[src/rtl/reg_file_pkg.sv]
// -----------------------------------------------------------------------------
// reg_file_pkg
// Shared constants and types for the 8x32 register file.
//   DATA_W  : word width in bits
//   REG_CNT : number of registers (power of two)
//   ADDR_W  : address width, log2(REG_CNT)
//   data_t  : one data word
//   addr_t  : one register address
// -----------------------------------------------------------------------------
package reg_file_pkg;

   localparam int DATA_W  = 32;
   localparam int REG_CNT = 8;
   localparam int ADDR_W  = $clog2(REG_CNT);

   typedef logic [DATA_W-1:0] data_t;
   typedef logic [ADDR_W-1:0] addr_t;

endpackage : reg_file_pkg

[src/rtl/register_file_8x32_dff_r_en_word.sv]
// -----------------------------------------------------------------------------
// dff_r_en_word
// Word-wide enable register made of W replicated enable flip-flops, each with
// an asynchronous active-high reset to 0.
// Ports:
//   clk   : clock, rising edge
//   rst   : asynchronous active-high reset
//   en_i  : load enable; the word holds while low
//   d_i   : data to load
//   q_o   : registered word
// -----------------------------------------------------------------------------
module dff_r_en_word #(
   parameter int W = 32
) (
   input  logic         clk,
   input  logic         rst,
   input  logic         en_i,
   input  logic [W-1:0] d_i,
   output logic [W-1:0] q_o
);

   logic [W-1:0] bit_q;

   for (genvar b = 0; b < W; b++) begin : g_bit
      always_ff @(posedge clk or posedge rst) begin
         if (rst) begin
            bit_q[b] <= 1'b0;
         end else if (en_i) begin
            bit_q[b] <= d_i[b];
         end
      end
   end

   assign q_o = bit_q;

endmodule : dff_r_en_word

[src/rtl/register_file_8x32.sv]
// -----------------------------------------------------------------------------
// register_file_8x32
// Eight 32-bit registers, one write port, two independent registered read
// ports (one-cycle read latency). Storage and read output registers are all
// dff_r_en_word instances.
// Ports:
//   clk        : clock, rising edge
//   reset      : asynchronous active-high reset; clears storage and outputs
//   we         : write enable
//   wr_addr    : write address
//   wr_data    : write data
//   rd_addr_a  : read port A address
//   rd_addr_b  : read port B address
//   rd_data_a  : read port A data, registered
//   rd_data_b  : read port B data, registered
// Build option:
//   REG_FILE_BYPASS_EN : when defined, a read of the register being written in
//   the same cycle returns the new wr_data (write-to-read forwarding). When
//   undefined, such a read returns the pre-write value.
// -----------------------------------------------------------------------------
module register_file_8x32
   import reg_file_pkg::*;
(
   input  logic              clk,
   input  logic              reset,
   input  logic              we,
   input  logic [ADDR_W-1:0] wr_addr,
   input  logic [DATA_W-1:0] wr_data,
   input  logic [ADDR_W-1:0] rd_addr_a,
   input  logic [ADDR_W-1:0] rd_addr_b,
   output logic [DATA_W-1:0] rd_data_a,
   output logic [DATA_W-1:0] rd_data_b
);

   logic [REG_CNT-1:0] wr_en;
   data_t              reg_q [REG_CNT];
   data_t              rd_a_d;
   data_t              rd_b_d;
   data_t              rd_a_q;
   data_t              rd_b_q;

   // One-hot write decoder; all-zero when we is low.
   always_comb begin
      wr_en = '0;
      if (we) begin
         wr_en[wr_addr] = 1'b1;
      end
   end

   for (genvar i = 0; i < REG_CNT; i++) begin : g_reg
      dff_r_en_word #(.W(DATA_W)) u_reg (
         .clk  (clk),
         .rst  (reset),
         .en_i (wr_en[i]),
         .d_i  (wr_data),
         .q_o  (reg_q[i])
      );
   end

   // Read muxes. With forwarding, a matching in-flight write overrides the
   // stored word so the output register captures the new value at this edge.
   always_comb begin
      rd_a_d = reg_q[rd_addr_a];
      rd_b_d = reg_q[rd_addr_b];
`ifdef REG_FILE_BYPASS_EN
      if (we && (wr_addr == rd_addr_a)) begin
         rd_a_d = wr_data;
      end
      if (we && (wr_addr == rd_addr_b)) begin
         rd_b_d = wr_data;
      end
`endif
   end

   // Output registers load every cycle.
   dff_r_en_word #(.W(DATA_W)) u_rd_a (
      .clk  (clk),
      .rst  (reset),
      .en_i (1'b1),
      .d_i  (rd_a_d),
      .q_o  (rd_a_q)
   );

   dff_r_en_word #(.W(DATA_W)) u_rd_b (
      .clk  (clk),
      .rst  (reset),
      .en_i (1'b1),
      .d_i  (rd_b_d),
      .q_o  (rd_b_q)
   );

   assign rd_data_a = rd_a_q;
   assign rd_data_b = rd_b_q;

endmodule : register_file_8x32

[config.mk]
export PLATFORM = sky130hd
export DESIGN_NAME = register_file_8x32
export DESIGN_NICKNAME = d
export VERILOG_FILES = /design/src/rtl/reg_file_pkg.sv /design/src/rtl/register_file_8x32_dff_r_en_word.sv /design/src/rtl/register_file_8x32.sv
export SDC_FILE = /design/constraint.sdc
export NUM_CORES = 1
export LEC_CHECK = 0
export ABC_CLOCK_PERIOD_IN_PS = 13240
export CAP_MARGIN = 25
export CORE_ASPECT_RATIO = 1.75
export CORE_MARGIN = 2
export CORE_UTILIZATION = 30
export DETAILED_ROUTE_END_ITERATION = 8
export GPL_TIMING_DRIVEN = 0
export SYNTH_ARGS = -nofsm -noshare
export SYNTH_HDL_FRONTEND = slang
export SYNTH_SLANG_ARGS = --single-unit
[constraint.sdc]
create_clock -name clk -period 13.24 [get_ports clk]
set_input_delay 1.986 -clock clk [delete_from_list [all_inputs] [get_ports clk]]
set_output_delay 1.986 -clock clk [all_outputs]
set_load 0.05 [all_outputs]
==> results.cfg <==
[finish]
final_core_util_pct = 36.3
layout_commonest_cell = dfrtp_1
drive_above_1_share_pct = 46.9
synthToLayoutAreaGrowth_pct = 19.7
fin_nets = 1020
final_cell_mix = 320 x dfrtp_1, 310 x mux2_2, 97 x clkdlybuf4s50_1, 78 x mux4_1, 50 x mux4_2

[cts]
ctsHoldBuffers = 0
post_cts_resized = 0
numCtsBuffers = 30
cts_tree = built
clock-root-buffer = clkbuf_16
clk_pin_slew_ps = 60
cts_buffer_depth = 3
cts_sinks = 320
clkLatencyLatePin_ps = 580
post_cts_buffers = 0
htree_levels = 1

[detailed_routing]
drtIter0Drc = 327
drc_errors = 0
finalWirelength_um = 41500
viasPerCell = 5.09
first_pass_iters = 4
post_drt_wl_per_cell_um = 24.9
antenna_left = 0
vias = 8498

[worst_setup_path]
critPathKind = flip-flop to output port
slowest_delay_ps = 810
endpoint_kind = output port
critPathMaxFanout = 1
required_ps = 11250
cp-start-kind = flip-flop
critPathSlowestCell = clkdlybuf4s50_1
critPathBufInv = 1
arrival_ps = 1760
cp_top_family = buffers and inverters
critical_path.cell_chain = clkdlybuf4s50_1

[placed_design]
port_buffers = 97
hpwl_um = 28300
routabilityCongestion = 0.785

[global_routing]
grt_pass1_wl_um = 62400
grt_max_degree = 130
grt_pass1_vias = 9387
grt_usage_pct = 15.8
gr-total-overflow = 0
antenna_found_initial = 6

[power_and_ir_drop]
power_density_nw_per_um2 = 174
swShare_pct = 29.7
p_int_w = 0.00224
p_total_w = 0.00319
switchingPower_w = 0.000948
combPwrFrac_pct = 26.7
p_seq_share_pct = 42.4
clkPwrFrac_pct = 30.9
ir_worst_vdd_mv = 0.0972
p_leak_nw = 7.61

[floorplanning]
die_h_um = 303
dieArea_um2 = 52900
pin_count = 108
core_um2 = 50500
num_rows = 109
start_util_pct = 30.4
chipWidth_um = 175

[synthesis]
yosysSeqAreaShare_pct = 52.3
synth_cells = 844
synth_seq_cells = 320
yosysUniqueCellTypes = 17
syn_nets = 888
syn_area_per_cell_um2 = 18.1
syn-cell-area_um2 = 15300
synth_warnings = 0

[sta]
setup_viol = 0
rsz0062_at_grt = no
fin_crit_ps = 3740
slew_viol_final = 0
finalHoldViolations = 0
clock.fmax_mhz = 267
hold_slack_ps = 503
fin_tns_setup_ps = 0
max-slew-margin-rel_pct = 33.2
skew_ps = 8.92
period_share_pct = 28.3
tightest_slew_ps = 1000

[status]
status = complete, no violations

[worst_hold_path]
hold_path.class = flip-flop to flip-flop

[job]
maxCapViolCount = 0
## logic make-up (layout without fill, tap and decap cells)
logic type | Yosys count | in the layout | share of synthesized area, %
mux | 448 | 448 | 44.3
flops | 320 | 320 | 52.3
simple gates | 8 | 8 | 0.564
other cells | 0 | 3 | 0
buf+inv | 68 | 223 | 2.87
## worst paths after layout
kind / startpoint / endpoint / slack, ps / cells after the start
min in group asynchronous: reset / u_rd_a.q_o[17]$_DFF_PP0_ / 1900 / 2
max in group asynchronous: reset / g_reg[0].u_reg.q_o[1]$_DFFE_PP0P_ / 10200 / 3
worst min register to register: g_reg[2].u_reg.q_o[4]$_DFFE_PP0P_ / g_reg[2].u_reg.q_o[4]$_DFFE_PP0P_ / 500 / 1
worst min-delay path: g_reg[2].u_reg.q_o[4]$_DFFE_PP0P_ / g_reg[2].u_reg.q_o[4]$_DFFE_PP0P_ / 500 / 1
worst max register to register: g_reg[1].u_reg.q_o[12]$_DFFE_PP0P_ / u_rd_b.q_o[12]$_DFF_PP0_ / 11870 / 2
worst max-delay path: u_rd_a.q_o[6]$_DFF_PP0_ / rd_data_a[6] / 9500 / 1
## per-layer routing
metal	vias up	global-route usage (%)	routed length, um
met5	-	0	50
met4	8	6.65	1520
met3	82	2.41	1770
met2	207	29.5	22600
met1	4589	18.0	15600
li1	3612	-	-
## cells in the mapped netlist
master / instances / share of area, %
mux4_1: 78 / 13
nand4_1: 1 / 0.041
clkbuf_1: 2 / 0.049
mux2_2: 310 / 23
buf_6: 14 / 1.0
inv_1: 1 / 0.024
nor4bb_1: 3 / 0.20
nand4b_1: 3 / 0.17
buf_2: 24 / 0.78
mux2_1: 9 / 0.66
nor4b_4: 1 / 0.16
buf_4: 12 / 0.59
buf_1: 12 / 0.29
dfrtp_1: 320 / 52
clkbuf_2: 3 / 0.098
mux2_4: 1 / 0.098
mux4_2: 50 / 7.4
## area by class of cell
type                    instances  area [um2]
clock inverters                16         305
plain buffers                  67         435
fillers                      4803       32100
multi-input cells             456        6870
repair buffers                100        1040
clock buffers                  39         825
inverters                       1        11.3
diodes                          3        7.51
well taps                     666         833
flip-flops and latches        320        8010
## power by group through the flow
stage / registers (W) / logic, W / clock network, W
finish: 0.00135 / 0.000851 / 0.000986
detailed placement: 0.00137 / 0.000860 / 0
CTS: 0.00135 / 0.000864 / 0.00101
global route: 0.00138 / 0.000897 / 0.00105
floorplan: 0.00152 / 0.000414 / 0
global placement: 0.00136 / 0.000846 / 0
## per-stage QoR
step | instances | setup WS (ps) | area, um2
finish | 1668 | 9500 | 18300
floorplan | 844 | 2400 | 15300
global placement | 1607 | -1660 | 17100
global route | 1667 | 9450 | 18300
detailed placement | 1610 | 9340 | 17200
CTS | 1665 | 9450 | 18300
## registers in the layout, summed over array words and instances (netlist names)
register     count
g.u_reg.q_o    256
u_rd_a.q_o      32
u_rd_b.q_o      32
(Power assumes the default switching activity.)
